$ cat config.mk
export PLATFORM = sky130hd
export DESIGN_NAME = chacha_block_serializer
export DESIGN_NICKNAME = d
export VERILOG_FILES = /design/src/rtl/chacha_block_serializer.sv
export SDC_FILE = /design/constraint.sdc
export NUM_CORES = 1
export LEC_CHECK = 0
export ABC_AREA = 1
export CAP_MARGIN = 25
export CORE_MARGIN = 2
export CORE_UTILIZATION = 56
export CTS_BUF_LIST = sky130_fd_sc_hd__clkbuf_8 sky130_fd_sc_hd__clkbuf_16
export DETAILED_ROUTE_END_ITERATION = 8
export PLACE_DENSITY = 0.87
export RECOVER_POWER = 25
export SETUP_SLACK_MARGIN = 0.1
export SYNTH_ARGS = -nofsm -noshare
export SYNTH_HDL_FRONTEND = slang
export SYNTH_SLANG_ARGS = --single-unit
export TNS_END_PERCENT = 50
$ cat constraint.sdc
create_clock -name clk -period 41.9 [get_ports clk]
set_input_delay 10.475 -clock clk [delete_from_list [all_inputs] [get_ports clk]]
set_output_delay 10.475 -clock clk [all_outputs]
set_load 0.03 [all_outputs]
$ cat src/rtl/chacha_block_serializer.sv
// ChaCha20 state-matrix to little-endian byte stream serializer.
// Loads NO_WORDS words at once and emits them byte by byte over valid/ready.
module chacha_block_serializer #(
    parameter  int DATA_SIZE    = 8,
    parameter  int NUM_MATRICES = 1,
    localparam int NO_WORDS     = 16 * NUM_MATRICES,
    localparam int NO_REG       = 64 * NUM_MATRICES,
    localparam int IW           = $clog2(NO_REG)
) (
    input  logic                 clk,
    input  logic                 rst,
    input  logic                 load_en,
    output logic                 load_ready,
    input  logic [31:0]          block_in [0:NO_WORDS-1],
    input  logic                 abort,
    output logic                 out_valid,
    input  logic                 out_ready,
    output logic [DATA_SIZE-1:0] out_data,
    output logic                 out_last,
    output logic                 done,
    output logic [IW-1:0]        byte_idx
);

    typedef enum logic [1:0] {IDLE, SEND, DONE} state_e;

    localparam logic [IW-1:0] LAST = IW'(NO_REG - 1);

    state_e          state_q, state_d;
    logic [IW-1:0]   byte_idx_q, byte_idx_d;
    logic            load_d;
    logic [31:0]     storage_q [0:NO_WORDS-1];
    logic [31:0]     word_sel;

    // Next-state decode; abort overrides both the handshake and a load.
    always_comb begin
        state_d    = state_q;
        byte_idx_d = byte_idx_q;
        load_d     = 1'b0;
        if (abort) begin
            state_d    = IDLE;
            byte_idx_d = '0;
        end else begin
            unique case (state_q)
                IDLE: begin
                    if (load_en) begin
                        state_d    = SEND;
                        byte_idx_d = '0;
                        load_d     = 1'b1;
                    end
                end
                SEND: begin
                    if (out_ready) begin
                        if (byte_idx_q == LAST) begin
                            state_d    = DONE;
                            byte_idx_d = '0;
                        end else begin
                            byte_idx_d = byte_idx_q + 1'b1;
                        end
                    end
                end
                DONE: state_d = IDLE;
                default: begin
                    state_d    = IDLE;
                    byte_idx_d = '0;
                end
            endcase
        end
    end

    // State and byte counter registers.
    always_ff @(posedge clk or posedge rst) begin
        if (rst) begin
            state_q    <= IDLE;
            byte_idx_q <= '0;
        end else begin
            state_q    <= state_d;
            byte_idx_q <= byte_idx_d;
        end
    end

    // Shadow copy of the matrix words, captured only on an accepted load.
    always_ff @(posedge clk or posedge rst) begin
        if (rst) begin
            for (int i = 0; i < NO_WORDS; i++) begin
                storage_q[i] <= '0;
            end
        end else if (load_d) begin
            for (int i = 0; i < NO_WORDS; i++) begin
                storage_q[i] <= block_in[i];
            end
        end
    end

    assign word_sel = storage_q[byte_idx_q[IW-1:2]];

    // Outputs decode registered state only; byte 0 of a word is its LSB.
    always_comb begin
        load_ready = (state_q == IDLE);
        out_valid  = (state_q == SEND);
        done       = (state_q == DONE);
        out_last   = (state_q == SEND) && (byte_idx_q == LAST);
        byte_idx   = byte_idx_q;
        out_data   = '0;
        if (state_q == SEND) begin
            out_data = word_sel[{byte_idx_q[1:0], 3'b000} +: DATA_SIZE];
        end
    end

endmodule
# Word level (Yosys, flattened, before mapping)
# Index checks and enable logic that the tools add are counted.
# totals
inputBits	517
elab_cells	50
latchBits	0
mem_bits_rw	0
register_bits	520
memories	0
out_inout_bits	18
mem_bits_ro	0
# classes
order_cmp	1
bitwise	1
muxes	17
n_reduce_logical	4
addsub	1
eq_ne	7
shifts	1
n_mul	0
div	0
# op_table
operator	n
$bmux W32 S4	1
$mux W32	2
$shiftx A32 B6 Y8	1
$mux W6	4
$pmux W6 S3	1
$ne A3 B2 Y1 const B	3
$mux W2	4
$mux W8	1
$add A6 B1 Y6 const B	1
$eq A6 B6 Y1 const B	1
$reduce_and A3 Y1	2
$ge A5 B5 Y1 const B	1
$not A4 Y5	1
$pmux W2 S2	1
$mux W1	3
$eq A2 B1 Y1 const B	1
$eq A2 B2 Y1 const B	1
$logic_not A2 Y1	1
$ne A2 B2 Y1 const B	1
$logic_and A1 B1 Y1	1

# Longest topological paths before layout
# logic_depth
word_depth	6
ltp_mapped	13

# Worst setup path before layout
# Ideal clock, no wire load.
# synth_path
kind	register to output
from	reg byte_idx_q[4], in the netlist byte_idx[4]
to	out out_data[4]
t_arrival_ns	1.881
path_slack_ns	29.544
path_buffers	2
path_stages_with_launch	13
cell_sequence	dfrtp_1 > buf_4 > inv_2 > nor2_8 > buf_2 > nand2_1 > nand2_1 > nor2_1 > nand2_1 > nand3_1 > nand3_1 > nand2_1 > nor2_1
# synth_between
elab_chain_cells	6
# synth_rtl
item	line_no	rtl
from (decl)	29	logic [IW-1:0] byte_idx_q, byte_idx_d;
from (signal assigned)	77	byte_idx_q <= byte_idx_d;
$not A4 Y5 (implied by the code)	94	assign word_sel = storage_q[byte_idx_q[IW-1:2]];
$bmux W32 S4	94	
$mux W32 (implied by the code) (2 in a row)	94	
$shiftx A32 B6 Y8	105	out_data = word_sel[{byte_idx_q[1:0], 3'b000} +: DATA_SIZE];
$mux W8	104	if (state_q == SEND) begin
to (decl)	18	output logic [DATA_SIZE-1:0] out_data,
# No other way between the ends. The select of a mux whose other input is x is not followed.

==> out/results.ini <==
[sta]
finalCritPeriodShare_pct=42.8
fin_crit_ns=17.93
slew_headroom_pct=-292
setup_violations=0
rsz0062_at_grt=false
finClkSkew_ns=0.0239
fmax_mhz=55.8
drv_slew=325
hold_violations=0
tns_ns=0
worstMarginPinSlew_ns=5.84

[cells_and_area]
n_fill_cell=3090
area_growth_pct=29.4
layout.nets=3380
design_area_mm2=0.0323
stdcell_count=3512
fin_util_pct=73.2
multi_input_area_mm2=0.0107
register_area_mm2=0.0130
drive_gt1_share_pct=20.1

[floorplan]
initial_core_util_pct=56.6
fp.dieW_um=215
rows=77
ioPinCount=535
chipHeight_um=215
core_area_mm2=0.0441
die_area_mm2=0.0463

[synthesis]
ys_types=29
ys_seq_area_share_pct=52.1
yosysWarnings=0
syn_inst=2412
netlist_area_mm2=0.0250
syn_avg_cell_area_um2=10.3
ys_ff_latch=520
synth.net_count=2930

[critical_path]
endpoint_kind=async pin
cp_data_arrival_time_ns=17.72
critical_path.top_delay_family=buffers and inverters
crit_top_cell=clkbuf_1
start_kind=input port
required_ns=41.70
rr_startpoint=state_q[0]
path_cells=dlygate4sd3_1, clkinvlp_2, clkbuf_1, clkbuf_1
crit_type=input port to async pin
path_max_fanout=129
rrSetupSlack_ns=36.66
critPathBufInv=4
r2r-end=storage_q[442]
rr_worst_depth=7
slowest_delay_ns=3.22
critPathSlowestCell=clkinvlp_2

[route]
drt_iter0_drc=2526
drt_wl_total_um=86400
ant_nets=0
drc=0
drt_first_pass_iters=6
route.vias.total=20700
viasPerCell=5.88
wl_per_cell_um=24.6

[grt]
track_usage_pct=37.1
grt_max_degree=197
grt_pass1_vias=21600
use_met1_pct=46.7
grt_overflow=0
use_met3_pct=5.99
antenna_found_initial=21
use_met2_pct=60.5
grt.busiest_layer=met2
grt_pass1_wl_um=129000

[cts]
cts_tree=built
cts_max_path_buffers=3
cts_resized=0
htree_levels=2
post_cts_buffers=0
numCtsBuffers=55
cts_hold_buf=0
numClockSinks=520
worstSkewPairLatency_ns=0.61
clk_pin_slew_ns=0.06
cts_root_buf=clkbuf_16

[hold_path]
hold_end=storage_q[203]
hold_depth=1
hp-class=register to register
min_from=storage_q[203]

[run]
maxCapViolCount=4

[run_status]
violations=max-capacitance violations, max-slew violations
outcome=finished with violations

[place]
port_buffers=534
globalplace.congestion=0.943
place_inst=3392
dpl.hpwl_um=60700
place_area_mm2=0.0303

[pwr]
peakVddDrop_mv=0.0317
p_leak_uw=0.0146
power_uw=1970
power_density_mw_per_mm2=61.0

per-layer routing:
| layer | up-vias | routed length, um |
|---|---|---|
| met5 | - | 91 |
| met4 | 14 | 5720 |
| met3 | 282 | 6380 |
| met2 | 1166 | 41700 |
| met1 | 10200 | 32500 |
| li1 | 8968 | - |
stage by stage:
step	hold slack (ns)	setup WS, ns
global route	0.508	22.41
floorplan	0.478	16.90
finish	0.505	23.97
CTS	0.506	26.25
detailed placement	0.493	26.89
global placement	0.488	26.96
cell type report:
type | instances | area share, %
Clock buffer | 71 | 4.98
Tap cell | 592 | 2.29
Antenna cell | 14 | 0.108
Multi-Input combinational cell | 1664 | 33.2
Clock inverter | 30 | 0.875
Sequential cell | 520 | 40.3
Inverter | 63 | 0.751
Timing Repair Buffer | 558 | 17.5
worst max-delay path by stage:
stage / from / to / slack, ns / cells after the start
6_report: rst / storage_q[154] / 23.97 / 4
5_1_grt: rst / storage_q[212] / 22.41 / 4
4_1_cts: byte_idx[2] / out_data[4] / 26.25 / 11
3_5_place_dp: byte_idx[2] / out_data[4] / 26.89 / 11
3_3_place_gp: byte_idx[2] / out_data[4] / 26.96 / 11
2_1_floorplan: rst / byte_idx[0] / 16.90 / 1
cell usage in the layout, fill, tap and decap left out, types with 2 or more instances in the layout:
cell type	n
nand2_1	649
clkdlybuf4s50_1	532
dfrtp_1	518
mux2_2	363
nand3_1	260
a21oi_1	139
mux2_4	100
nor2_1	88
inv_1	65
clkbuf_16	56
o21ai_0	51
clkbuf_8	15
diode_2	14
buf_4	12
clkinv_2	11
bufinv_16	5
buf_16	5
nor3_1	4
clkbuf_1	4
clkinv_1	3
inv_2	3
buf_12	3
inv_6	2
nand4_1	2
dfrtp_4	2
clkinvlp_4	2
dlygate4sd3_1	2
where the power goes:
group	internal [uW]	leakage, uW	switching (uW)	total (uW)
Clock	299	0.000977	207	506
Sequential	730	0.00606	138	868
Combinational	314	0.00754	281	595
cell usage after synthesis:
cell type / count / area share [%]
nand4_1: 2 / 0.050
nor3_1: 4 / 0.080
buf_6: 15 / 0.68
clkbuf_1: 14 / 0.21
clkinv_1: 3 / 0.045
xor2_1: 1 / 0.035
a22oi_1: 1 / 0.030
nor3_2: 1 / 0.040
inv_2: 2 / 0.030
mux2_4: 100 / 6.0
buf_4: 30 / 0.90
nand2_1: 649 / 9.8
a31oi_1: 1 / 0.025
o21ai_0: 51 / 1.0
inv_1: 57 / 0.86
nor2_1: 86 / 1.3
nor2_8: 1 / 0.080
inv_4: 1 / 0.025
a21oi_1: 139 / 2.8
nor2_2: 1 / 0.025
nand3b_1: 1 / 0.030
dfrtp_1: 520 / 52
buf_1: 4 / 0.060
nor2_4: 2 / 0.090
buf_2: 102 / 2.0
mux2_2: 363 / 16
ha_1: 1 / 0.050
nand3_1: 259 / 5.2
nand3_2: 1 / 0.040
registers in the layout (all words and copies together), names as in the netlist:
register and count:
state_q 2, storage_q 512, byte_idx 6
cell families after synthesis:
group,after synthesis,share of synthesized area [%]
flops,520,52.1
compound gates,192,3.86
buf+inv,228,4.85
xor+xnor,1,0.0351
simple gates,1007,16.7
mux,463,22.4
fa+ha+maj,1,0.0501
Power figures use the tool's default switching activity.
